`src/rtl/alu_issue_sequencer_pkg.sv`:
```
// Shared types and Fnc_SEL encoding for the ALU issue sequencer.
package alu_ctrl_pkg;

  typedef enum logic [3:0] {
    OP_ADD = 4'h0, OP_ADC, OP_SUB, OP_SBC, OP_RSB, OP_AND, OP_BIC, OP_ORR,
    OP_EOR, OP_MOV, OP_LSL, OP_LSR, OP_ASR, OP_ROR, OP_CMP, OP_TST
  } opcode_e;

  typedef enum logic [3:0] {
    COND_EQ = 4'h0, COND_NE, COND_CS, COND_CC, COND_MI, COND_PL, COND_VS, COND_VC,
    COND_HI, COND_LS, COND_GE, COND_LT, COND_GT, COND_LE, COND_AL, COND_NV
  } cond_e;

  typedef enum logic [1:0] {ST_IDLE, ST_EXEC, ST_RESP} state_e;

  localparam logic [2:0] MUX_ADD  = 3'b000;
  localparam logic [2:0] MUX_AND  = 3'b001;
  localparam logic [2:0] MUX_ORR  = 3'b010;
  localparam logic [2:0] MUX_EOR  = 3'b011;
  localparam logic [2:0] MUX_SHR  = 3'b100;
  localparam logic [2:0] MUX_LSL  = 3'b101;
  localparam logic [2:0] MUX_MOV  = 3'b110;
  localparam logic [1:0] SH_LSR   = 2'b00;
  localparam logic [1:0] SH_ASR   = 2'b01;
  localparam logic [1:0] SH_ROR   = 2'b10;
  localparam int         FNC_CIN  = 5;
  localparam int         FNC_RSB  = 6;
  localparam int         FNC_SUB  = 7;
  localparam int         FNC_INV  = 8;
  localparam logic [8:0] FNC_IDLE = 9'h007;

  // carry_i is the architectural C at accept time (ADC/SBC carry-in).
  function automatic logic [8:0] fnc_encode(opcode_e op, logic carry_i);
    logic [8:0] f;
    f = '0;
    case (op)
      OP_ADD: ;
      OP_ADC: f[FNC_CIN] = carry_i;
      OP_SUB, OP_CMP: begin f[FNC_SUB] = 1'b1; f[FNC_CIN] = 1'b1; end
      OP_SBC: begin f[FNC_SUB] = 1'b1; f[FNC_CIN] = carry_i; end
      OP_RSB: begin f[FNC_RSB] = 1'b1; f[FNC_CIN] = 1'b1; end
      OP_AND, OP_TST: f[2:0] = MUX_AND;
      OP_BIC: begin f[2:0] = MUX_AND; f[FNC_INV] = 1'b1; end
      OP_ORR: f[2:0] = MUX_ORR;
      OP_EOR: f[2:0] = MUX_EOR;
      OP_MOV: f[2:0] = MUX_MOV;
      OP_LSL: f[2:0] = MUX_LSL;
      OP_LSR: begin f[2:0] = MUX_SHR; f[4:3] = SH_LSR; end
      OP_ASR: begin f[2:0] = MUX_SHR; f[4:3] = SH_ASR; end
      OP_ROR: begin f[2:0] = MUX_SHR; f[4:3] = SH_ROR; end
      default: f = FNC_IDLE;
    endcase
    return f;
  endfunction

endpackage

```
`src/rtl/alu_issue_sequencer_if.sv`:
```
// Decode-side, ALU-side and writeback-side signals of the issue sequencer.
interface alu_issue_sequencer_if #(parameter int NR_OF_BITS = 32);
  import alu_ctrl_pkg::*;

  logic                  In_Valid;
  logic                  In_Ready;
  opcode_e               In_Opcode;
  cond_e                 In_Cond;
  logic                  In_SetFlags;
  logic [3:0]            In_Rd;
  logic [NR_OF_BITS-1:0] In_Op1;
  logic [NR_OF_BITS-1:0] In_Op2;
  logic [8:0]            Fnc_SEL;
  logic [NR_OF_BITS-1:0] Op1;
  logic [NR_OF_BITS-1:0] Op2;
  logic [NR_OF_BITS-1:0] RESULT;
  logic [3:0]            Flag_Out;
  logic                  Out_Valid;
  logic                  Out_Ready;
  logic [NR_OF_BITS-1:0] Out_Result;
  logic [3:0]            Out_Rd;
  logic                  Out_WbEn;
  logic [3:0]            Status_NZCV;

  modport slave (
    input  In_Valid, In_Opcode, In_Cond, In_SetFlags, In_Rd, In_Op1, In_Op2,
           RESULT, Flag_Out, Out_Ready,
    output In_Ready, Fnc_SEL, Op1, Op2, Out_Valid, Out_Result, Out_Rd, Out_WbEn,
           Status_NZCV
  );

  modport master (
    output In_Valid, In_Opcode, In_Cond, In_SetFlags, In_Rd, In_Op1, In_Op2,
           RESULT, Flag_Out, Out_Ready,
    input  In_Ready, Fnc_SEL, Op1, Op2, Out_Valid, Out_Result, Out_Rd, Out_WbEn,
           Status_NZCV
  );
endinterface

```
`src/rtl/alu_issue_sequencer_cond_check.sv`:
```
// Condition-code evaluation against NZCV ({N,Z,C,V}).
module alu_cond_check
  import alu_ctrl_pkg::*;
(
  input  cond_e      cond_i,
  input  logic [3:0] nzcv_i,
  output logic       pass_o
);
  logic n, z, c, v;
  assign {n, z, c, v} = nzcv_i;

  always_comb begin
    pass_o = 1'b0;
    case (cond_i)
      COND_EQ: pass_o = z;
      COND_NE: pass_o = !z;
      COND_CS: pass_o = c;
      COND_CC: pass_o = !c;
      COND_MI: pass_o = n;
      COND_PL: pass_o = !n;
      COND_VS: pass_o = v;
      COND_VC: pass_o = !v;
      COND_HI: pass_o = c && !z;
      COND_LS: pass_o = !c || z;
      COND_GE: pass_o = (n == v);
      COND_LT: pass_o = (n != v);
      COND_GT: pass_o = !z && (n == v);
      COND_LE: pass_o = z || (n != v);
      COND_AL: pass_o = 1'b1;
      default: pass_o = 1'b0;
    endcase
  end
endmodule

```
`src/rtl/alu_issue_sequencer.sv`:
```
// Issue controller: accepts one ALU instruction, drives the ALU for EXEC_CYCLES,
// captures result/flags, and holds a writeback record until it is taken.
module alu_issue_sequencer
  import alu_ctrl_pkg::*;
#(
  parameter int         NR_OF_BITS   = 32,
  parameter int         EXEC_CYCLES  = 1,
  parameter logic [3:0] STATUS_RESET = 4'h0
)(
  input  logic                  Clock,
  input  logic                  Reset_n,
  alu_issue_sequencer_if.slave  bus
);
  localparam logic [1:0] CNT_INIT = 2'(EXEC_CYCLES - 1);

  state_e                state_q;
  logic [1:0]            cnt_q;
  logic [8:0]            fnc_q;
  logic [NR_OF_BITS-1:0] op1_q, op2_q, res_q;
  logic [3:0]            rd_q, nzcv_q, nzcv_d;
  logic                  vld_q, wben_q, setf_q, cvupd_q;
  logic                  pass, no_wb, arith;

  alu_cond_check u_cond (
    .cond_i (bus.In_Cond),
    .nzcv_i (nzcv_q),
    .pass_o (pass)
  );

  assign no_wb  = (bus.In_Opcode inside {OP_CMP, OP_TST});
  assign arith  = (bus.In_Opcode inside {OP_ADD, OP_ADC, OP_SUB, OP_SBC, OP_RSB, OP_CMP});
  // Logical/shift ops only refresh N,Z; C,V survive from earlier arithmetic.
  assign nzcv_d = {bus.Flag_Out[3:2], cvupd_q ? bus.Flag_Out[1:0] : nzcv_q[1:0]};

  always_ff @(posedge Clock or negedge Reset_n) begin
    if (!Reset_n) begin
      state_q <= ST_IDLE;
      cnt_q   <= '0;
      fnc_q   <= FNC_IDLE;
      op1_q   <= '0;
      op2_q   <= '0;
      res_q   <= '0;
      rd_q    <= '0;
      vld_q   <= 1'b0;
      wben_q  <= 1'b0;
      setf_q  <= 1'b0;
      cvupd_q <= 1'b0;
      nzcv_q  <= STATUS_RESET;
    end else begin
      case (state_q)
        ST_IDLE: if (bus.In_Valid) begin
          rd_q    <= bus.In_Rd;
          setf_q  <= bus.In_SetFlags || no_wb;
          cvupd_q <= arith;
          if (pass) begin
            state_q <= ST_EXEC;
            cnt_q   <= CNT_INIT;
            fnc_q   <= fnc_encode(bus.In_Opcode, nzcv_q[1]);
            op1_q   <= bus.In_Op1;
            op2_q   <= bus.In_Op2;
            wben_q  <= !no_wb;
          end else begin
            state_q <= ST_RESP;
            res_q   <= '0;
            wben_q  <= 1'b0;
            vld_q   <= 1'b1;
          end
        end
        ST_EXEC: begin
          if (cnt_q == '0) begin
            res_q   <= bus.RESULT;
            if (setf_q) nzcv_q <= nzcv_d;
            fnc_q   <= FNC_IDLE;
            vld_q   <= 1'b1;
            state_q <= ST_RESP;
          end else begin
            cnt_q <= cnt_q - 2'd1;
          end
        end
        ST_RESP: if (bus.Out_Ready) begin
          vld_q   <= 1'b0;
          state_q <= ST_IDLE;
        end
        default: state_q <= ST_IDLE;
      endcase
    end
  end

  assign bus.In_Ready    = (state_q == ST_IDLE);
  assign bus.Fnc_SEL     = fnc_q;
  assign bus.Op1         = op1_q;
  assign bus.Op2         = op2_q;
  assign bus.Out_Valid   = vld_q;
  assign bus.Out_Result  = res_q;
  assign bus.Out_Rd      = rd_q;
  assign bus.Out_WbEn    = wben_q;
  assign bus.Status_NZCV = nzcv_q;
endmodule

```
`src/flat_wrapper.sv`:
```
// flat-port wrapper written by rule: the top's interface ports become plain ports
module alu_issue_sequencer_flat import alu_ctrl_pkg::*;
#(
  parameter int         NR_OF_BITS   = 32,
  parameter int         EXEC_CYCLES  = 1,
  parameter logic [3:0] STATUS_RESET = 4'h0
)
  (Clock, Reset_n, bus_In_Valid, bus_In_Opcode, bus_In_Cond, bus_In_SetFlags, bus_In_Rd, bus_In_Op1, bus_In_Op2, bus_RESULT, bus_Flag_Out, bus_Out_Ready, bus_In_Ready, bus_Fnc_SEL, bus_Op1, bus_Op2, bus_Out_Valid, bus_Out_Result, bus_Out_Rd, bus_Out_WbEn, bus_Status_NZCV);
  alu_issue_sequencer_if #(.NR_OF_BITS(NR_OF_BITS)) bus_i ();
  input  logic Clock;
  input  logic Reset_n;
  input wire logic [$bits(bus_i.In_Valid)-1:0] bus_In_Valid;
  input wire logic [$bits(bus_i.In_Opcode)-1:0] bus_In_Opcode;
  input wire logic [$bits(bus_i.In_Cond)-1:0] bus_In_Cond;
  input wire logic [$bits(bus_i.In_SetFlags)-1:0] bus_In_SetFlags;
  input wire logic [$bits(bus_i.In_Rd)-1:0] bus_In_Rd;
  input wire logic [$bits(bus_i.In_Op1)-1:0] bus_In_Op1;
  input wire logic [$bits(bus_i.In_Op2)-1:0] bus_In_Op2;
  input wire logic [$bits(bus_i.RESULT)-1:0] bus_RESULT;
  input wire logic [$bits(bus_i.Flag_Out)-1:0] bus_Flag_Out;
  input wire logic [$bits(bus_i.Out_Ready)-1:0] bus_Out_Ready;
  output wire logic [$bits(bus_i.In_Ready)-1:0] bus_In_Ready;
  output wire logic [$bits(bus_i.Fnc_SEL)-1:0] bus_Fnc_SEL;
  output wire logic [$bits(bus_i.Op1)-1:0] bus_Op1;
  output wire logic [$bits(bus_i.Op2)-1:0] bus_Op2;
  output wire logic [$bits(bus_i.Out_Valid)-1:0] bus_Out_Valid;
  output wire logic [$bits(bus_i.Out_Result)-1:0] bus_Out_Result;
  output wire logic [$bits(bus_i.Out_Rd)-1:0] bus_Out_Rd;
  output wire logic [$bits(bus_i.Out_WbEn)-1:0] bus_Out_WbEn;
  output wire logic [$bits(bus_i.Status_NZCV)-1:0] bus_Status_NZCV;
  assign bus_i.In_Valid = bus_In_Valid;
  assign bus_i.In_Opcode = bus_In_Opcode;
  assign bus_i.In_Cond = bus_In_Cond;
  assign bus_i.In_SetFlags = bus_In_SetFlags;
  assign bus_i.In_Rd = bus_In_Rd;
  assign bus_i.In_Op1 = bus_In_Op1;
  assign bus_i.In_Op2 = bus_In_Op2;
  assign bus_i.RESULT = bus_RESULT;
  assign bus_i.Flag_Out = bus_Flag_Out;
  assign bus_i.Out_Ready = bus_Out_Ready;
  assign bus_In_Ready = bus_i.In_Ready;
  assign bus_Fnc_SEL = bus_i.Fnc_SEL;
  assign bus_Op1 = bus_i.Op1;
  assign bus_Op2 = bus_i.Op2;
  assign bus_Out_Valid = bus_i.Out_Valid;
  assign bus_Out_Result = bus_i.Out_Result;
  assign bus_Out_Rd = bus_i.Out_Rd;
  assign bus_Out_WbEn = bus_i.Out_WbEn;
  assign bus_Status_NZCV = bus_i.Status_NZCV;
  alu_issue_sequencer #(.NR_OF_BITS(NR_OF_BITS), .EXEC_CYCLES(EXEC_CYCLES), .STATUS_RESET(STATUS_RESET)) u_core (.Clock(Clock), .Reset_n(Reset_n), .bus(bus_i));
endmodule
```
`config.mk`:
```
export PLATFORM = sky130hd
export DESIGN_NAME = alu_issue_sequencer_flat
export DESIGN_NICKNAME = d
export VERILOG_FILES = /design/src/rtl/alu_issue_sequencer_pkg.sv /design/src/rtl/alu_issue_sequencer_if.sv /design/src/rtl/alu_issue_sequencer_cond_check.sv /design/src/rtl/alu_issue_sequencer.sv /design/src/flat_wrapper.sv
export SDC_FILE = /design/constraint.sdc
export NUM_CORES = 1
export LEC_CHECK = 0
export ABC_AREA = 1
export CAP_MARGIN = 10
export CORE_MARGIN = 2
export CORE_UTILIZATION = 58
export CTS_BUF_LIST = sky130_fd_sc_hd__clkbuf_2 sky130_fd_sc_hd__clkbuf_4 sky130_fd_sc_hd__clkbuf_8
export DETAILED_ROUTE_END_ITERATION = 16
export DONT_BUFFER_PORTS = 1
export HOLD_SLACK_MARGIN = 0.05
export PLACE_DENSITY = 0.71
export SLEW_MARGIN = 10
export SYNTH_ARGS = -nofsm -noshare
export SYNTH_HDL_FRONTEND = slang
export SYNTH_SLANG_ARGS = --single-unit
export TNS_END_PERCENT = 10
```
`constraint.sdc`:
```
create_clock -name Clock -period 2.9 [get_ports Clock]
set_input_delay 0.725 -clock Clock [delete_from_list [all_inputs] [get_ports Clock]]
set_output_delay 0.725 -clock Clock [all_outputs]
set_load 0.02 [all_outputs]
```
==> results.py <==
metrics = {
    "drt": {
        "drt-total-wl_um": 12750,
        "vias_per_cell": 5.511,
        "wire_per_inst_um": 15.97,
        "antenna_left": 0,
        "firstDrtPassIters": 5,
        "drc": 0,
        "vias": 4398,
        "drtIter0Drc": 277,
    },
    "finish": {
        "fin_util_pct": 63.62,
        "finalNetCount": 793,
        "n_antenna_cell": 0,
        "nFillCells": 834,
        "drive_gt1_share_pct": 8.006,
        "syn2layout_area_growth_pct": 6.904,
    },
    "run_status": {
        "outcome": "finished clean",
    },
    "synthesis": {
        "synth_area_leader_cell": "dfrtp_1",
        "ys_top_cells_by_area": "dfrtp_1, nand2_1, nand3_1",
        "synth_top_family_by_area": "simple AND/OR/NAND/NOR gates",
        "muxShareOfSynthArea_pct": 0.2058,
        "postSynthCellCount": 685,
        "syn-num-nets": 803,
        "synth-xor-area-share_pct": 0,
        "synth-simple-area-share_pct": 34.66,
        "synth_top_area_share_pct": 53.96,
        "synth-seq-cells": 121,
        "syn_area_um2": 5473,
        "synthAdderAreaFrac_pct": 0.2286,
        "yosys_warnings": 0,
        "ys_types": 29,
        "synth_compound_area_share_pct": 1.898,
        "ys_seq_area_share_pct": 55.40,
        "synth.avg_cell_area_um2": 7.989,
    },
    "sta": {
        "slew_headroom_pct": 55.27,
        "clock.fmax_mhz": 464.0,
        "holdWs_ns": 0.001636,
        "grt_setup_unrepaired": "false",
        "period_minus_slack_ns": 2.155,
        "hold_viol_final": 0,
        "worst_slew_pin_slew_ns": 0.6709,
        "tns_ns": 0,
        "clock_skew_ns": 0.01154,
        "setup_violations": 0,
        "final_max_slew_viol_count": 0,
        "fin_crit_sh_pct": 74.31,
    },
    "global_routing": {
        "grt_max_degree": 122,
        "grtUsageTotal_pct": 24.72,
        "first_global_vias": 4187,
        "overflow": 0,
        "grt_pass1_wl_um": 20060,
        "antenna_found_initial": 0,
    },
    "clock_tree": {
        "clockRootBuffer": "clkbuf_8",
        "cts.sinks": 121,
        "clk_latency_ns": 0.42,
        "htree_levels": 4,
        "path_clk_slew_ns": 0.07,
        "postCtsResizedCells": 0,
        "cts_tree": "yes",
        "cts_setup_buffers": 0,
        "cts_buffer_depth": 2,
        "cts_buffers": 17,
    },
    "floorplan": {
        "dieArea_um2": 10230,
        "num_rows": 35,
        "die_w_um": 101.1,
        "start_util_pct": 59.51,
        "dieHeight_um": 101.1,
        "core_um2": 9196,
        "ioPinCount": 233,
    },
    "setup_path": {
        "worst_setup_path_start_kind": "flip-flop",
        "crit_type": "flip-flop to flip-flop",
        "end_kind": "flip-flop",
        "critPathRequiredTime_ns": 3.25,
        "arrival_ns": 2.50,
        "cp_max_fo": 68,
    },
    "run": {
        "maxCapViolations": 0,
    },
    "power": {
        "p_leak_nw": 3.302,
        "powerDensity_nw_per_um2": 1177,
        "ir_worst_vdd_mv": 0.6773,
    },
    "place": {
        "io_buffers": 0,
        "place_congestion": 0.8316,
        "dpl.hpwl_um": 8699,
    },
    "worst_hold_path": {
        "min_path_type": "input pin to asynchronous set/reset pin",
    },
}
## metrics by stage
stage / total power, mW / cells / worst slack [ns] / area, um^2
after global routing: 7.357 / 798 / 0.5752 / 5851
after floorplan: 5.025 / 685 / 1.045 / 5473
final: 6.885 / 798 / 0.7449 / 5851
after CTS: 6.935 / 798 / 0.7817 / 5851
after detailed placement: 5.447 / 767 / 0.6727 / 5458
after global placement: 5.350 / 767 / 0.7284 / 5458
## cell usage in the layout, fill, tap and decap left out, drive strengths merged, types with 2 or more instances in the layout
cell type	instances
clkinv	9
nand3	123
clkbuf	18
inv	56
nor2	53
nor4	2
a21oi	4
dfstp	3
nand2	273
o21ai	8
nor3	2
bufinv	2
dfrtp	118
buf	8
o221ai	2
## critical path: stages, from the launching register on
cell and delay (ns):
dfrtp_1 0.46, nor2_4 0.28, nand2_1 0.31, inv_2 0.18, buf_4 0.54, nand3_1 0.17, nand2_1 0.11
## state kept, by name, indices dropped and copies added, names as in the netlist
signal / cells
u_core.bus.Op1: 32
u_core.bus.Op2: 32
u_core.bus.Out_Result: 32
u_core.bus.Fnc_SEL: 9
u_core.bus.Out_Rd: 4
u_core.bus.Status_NZCV: 4
u_core.cnt_q: 2
u_core.state_q: 2
u_core.bus.Out_Valid: 1
u_core.bus.Out_WbEn: 1
u_core.cvupd_q: 1
u_core.setf_q: 1
## cells in the mapped netlist
cell type / count
a21boi_1: 1
a21oi_1: 4
a31oi_1: 1
buf_1: 4
buf_2: 15
buf_4: 11
buf_6: 2
clkbuf_1: 5
clkinv_1: 1
dfrtp_1: 118
dfstp_2: 3
ha_1: 1
inv_1: 49
inv_2: 4
mux2_2: 1
nand2_1: 269
nand2_2: 4
nand3_1: 123
nand3b_1: 1
nor2_1: 50
nor2_2: 1
nor2_4: 2
nor3_1: 2
nor4_1: 2
o2111ai_1: 1
o21ai_0: 6
o21ai_1: 1
o21ai_2: 1
o221ai_1: 2
## power by group
part           switching (mW)  leakage [nW]  internal (mW)
sequential               1.35          1.55           2.38
combinational            1.16          1.55          0.504
clock                   0.694         0.204          0.792
## area by class of cell
type / instances / area [um^2] / area share [%]
inverter: 54 / 202.7 / 3.464
timing repair buffer: 8 / 60.06 / 1.027
clock buffer: 18 / 247.7 / 4.234
sequential: 121 / 3032 / 51.82
multi-input combinational: 473 / 2024 / 34.60
tap: 111 / 138.9 / 2.374
clock inverter: 13 / 145.1 / 2.481
## cells by family (layout without fill, tap and decap cells)
| kind of cell | Yosys count | after routing |
|---|---|---|
| flops | 121 | 121 |
| compound gates | 17 | 17 |
| fa+ha+maj | 1 | 1 |
| mux | 1 | 1 |
| simple gates | 454 | 454 |
| buf+inv | 91 | 93 |
## path summary, 6_finish.rpt
kind	start	to	slack, ns	cells past startpoint
setup / recovery	u_core.state_q[1]	u_core.bus.Op2[6]	0.74	6
hold / removal	Reset_n	u_core.bus.Fnc_SEL[5]	0.002	0
setup reg to reg	u_core.state_q[1]	u_core.bus.Op2[6]	0.74	6
hold reg to reg	u_core.setf_q	u_core.setf_q	0.50	2
max in group asynchronous	Reset_n	u_core.bus.Fnc_SEL[0]	2.69	0
min in group Clock	bus_Out_Ready	u_core.state_q[1]	0.40	1
## metal layers
metal,GRT usage (%),routed length (um)
met2,39.07,6059
met1,31.58,5177
met3,9.317,1266
met4,8.524,242
met5,0,0
No activity file was read; power rests on OpenSTA's default activity.
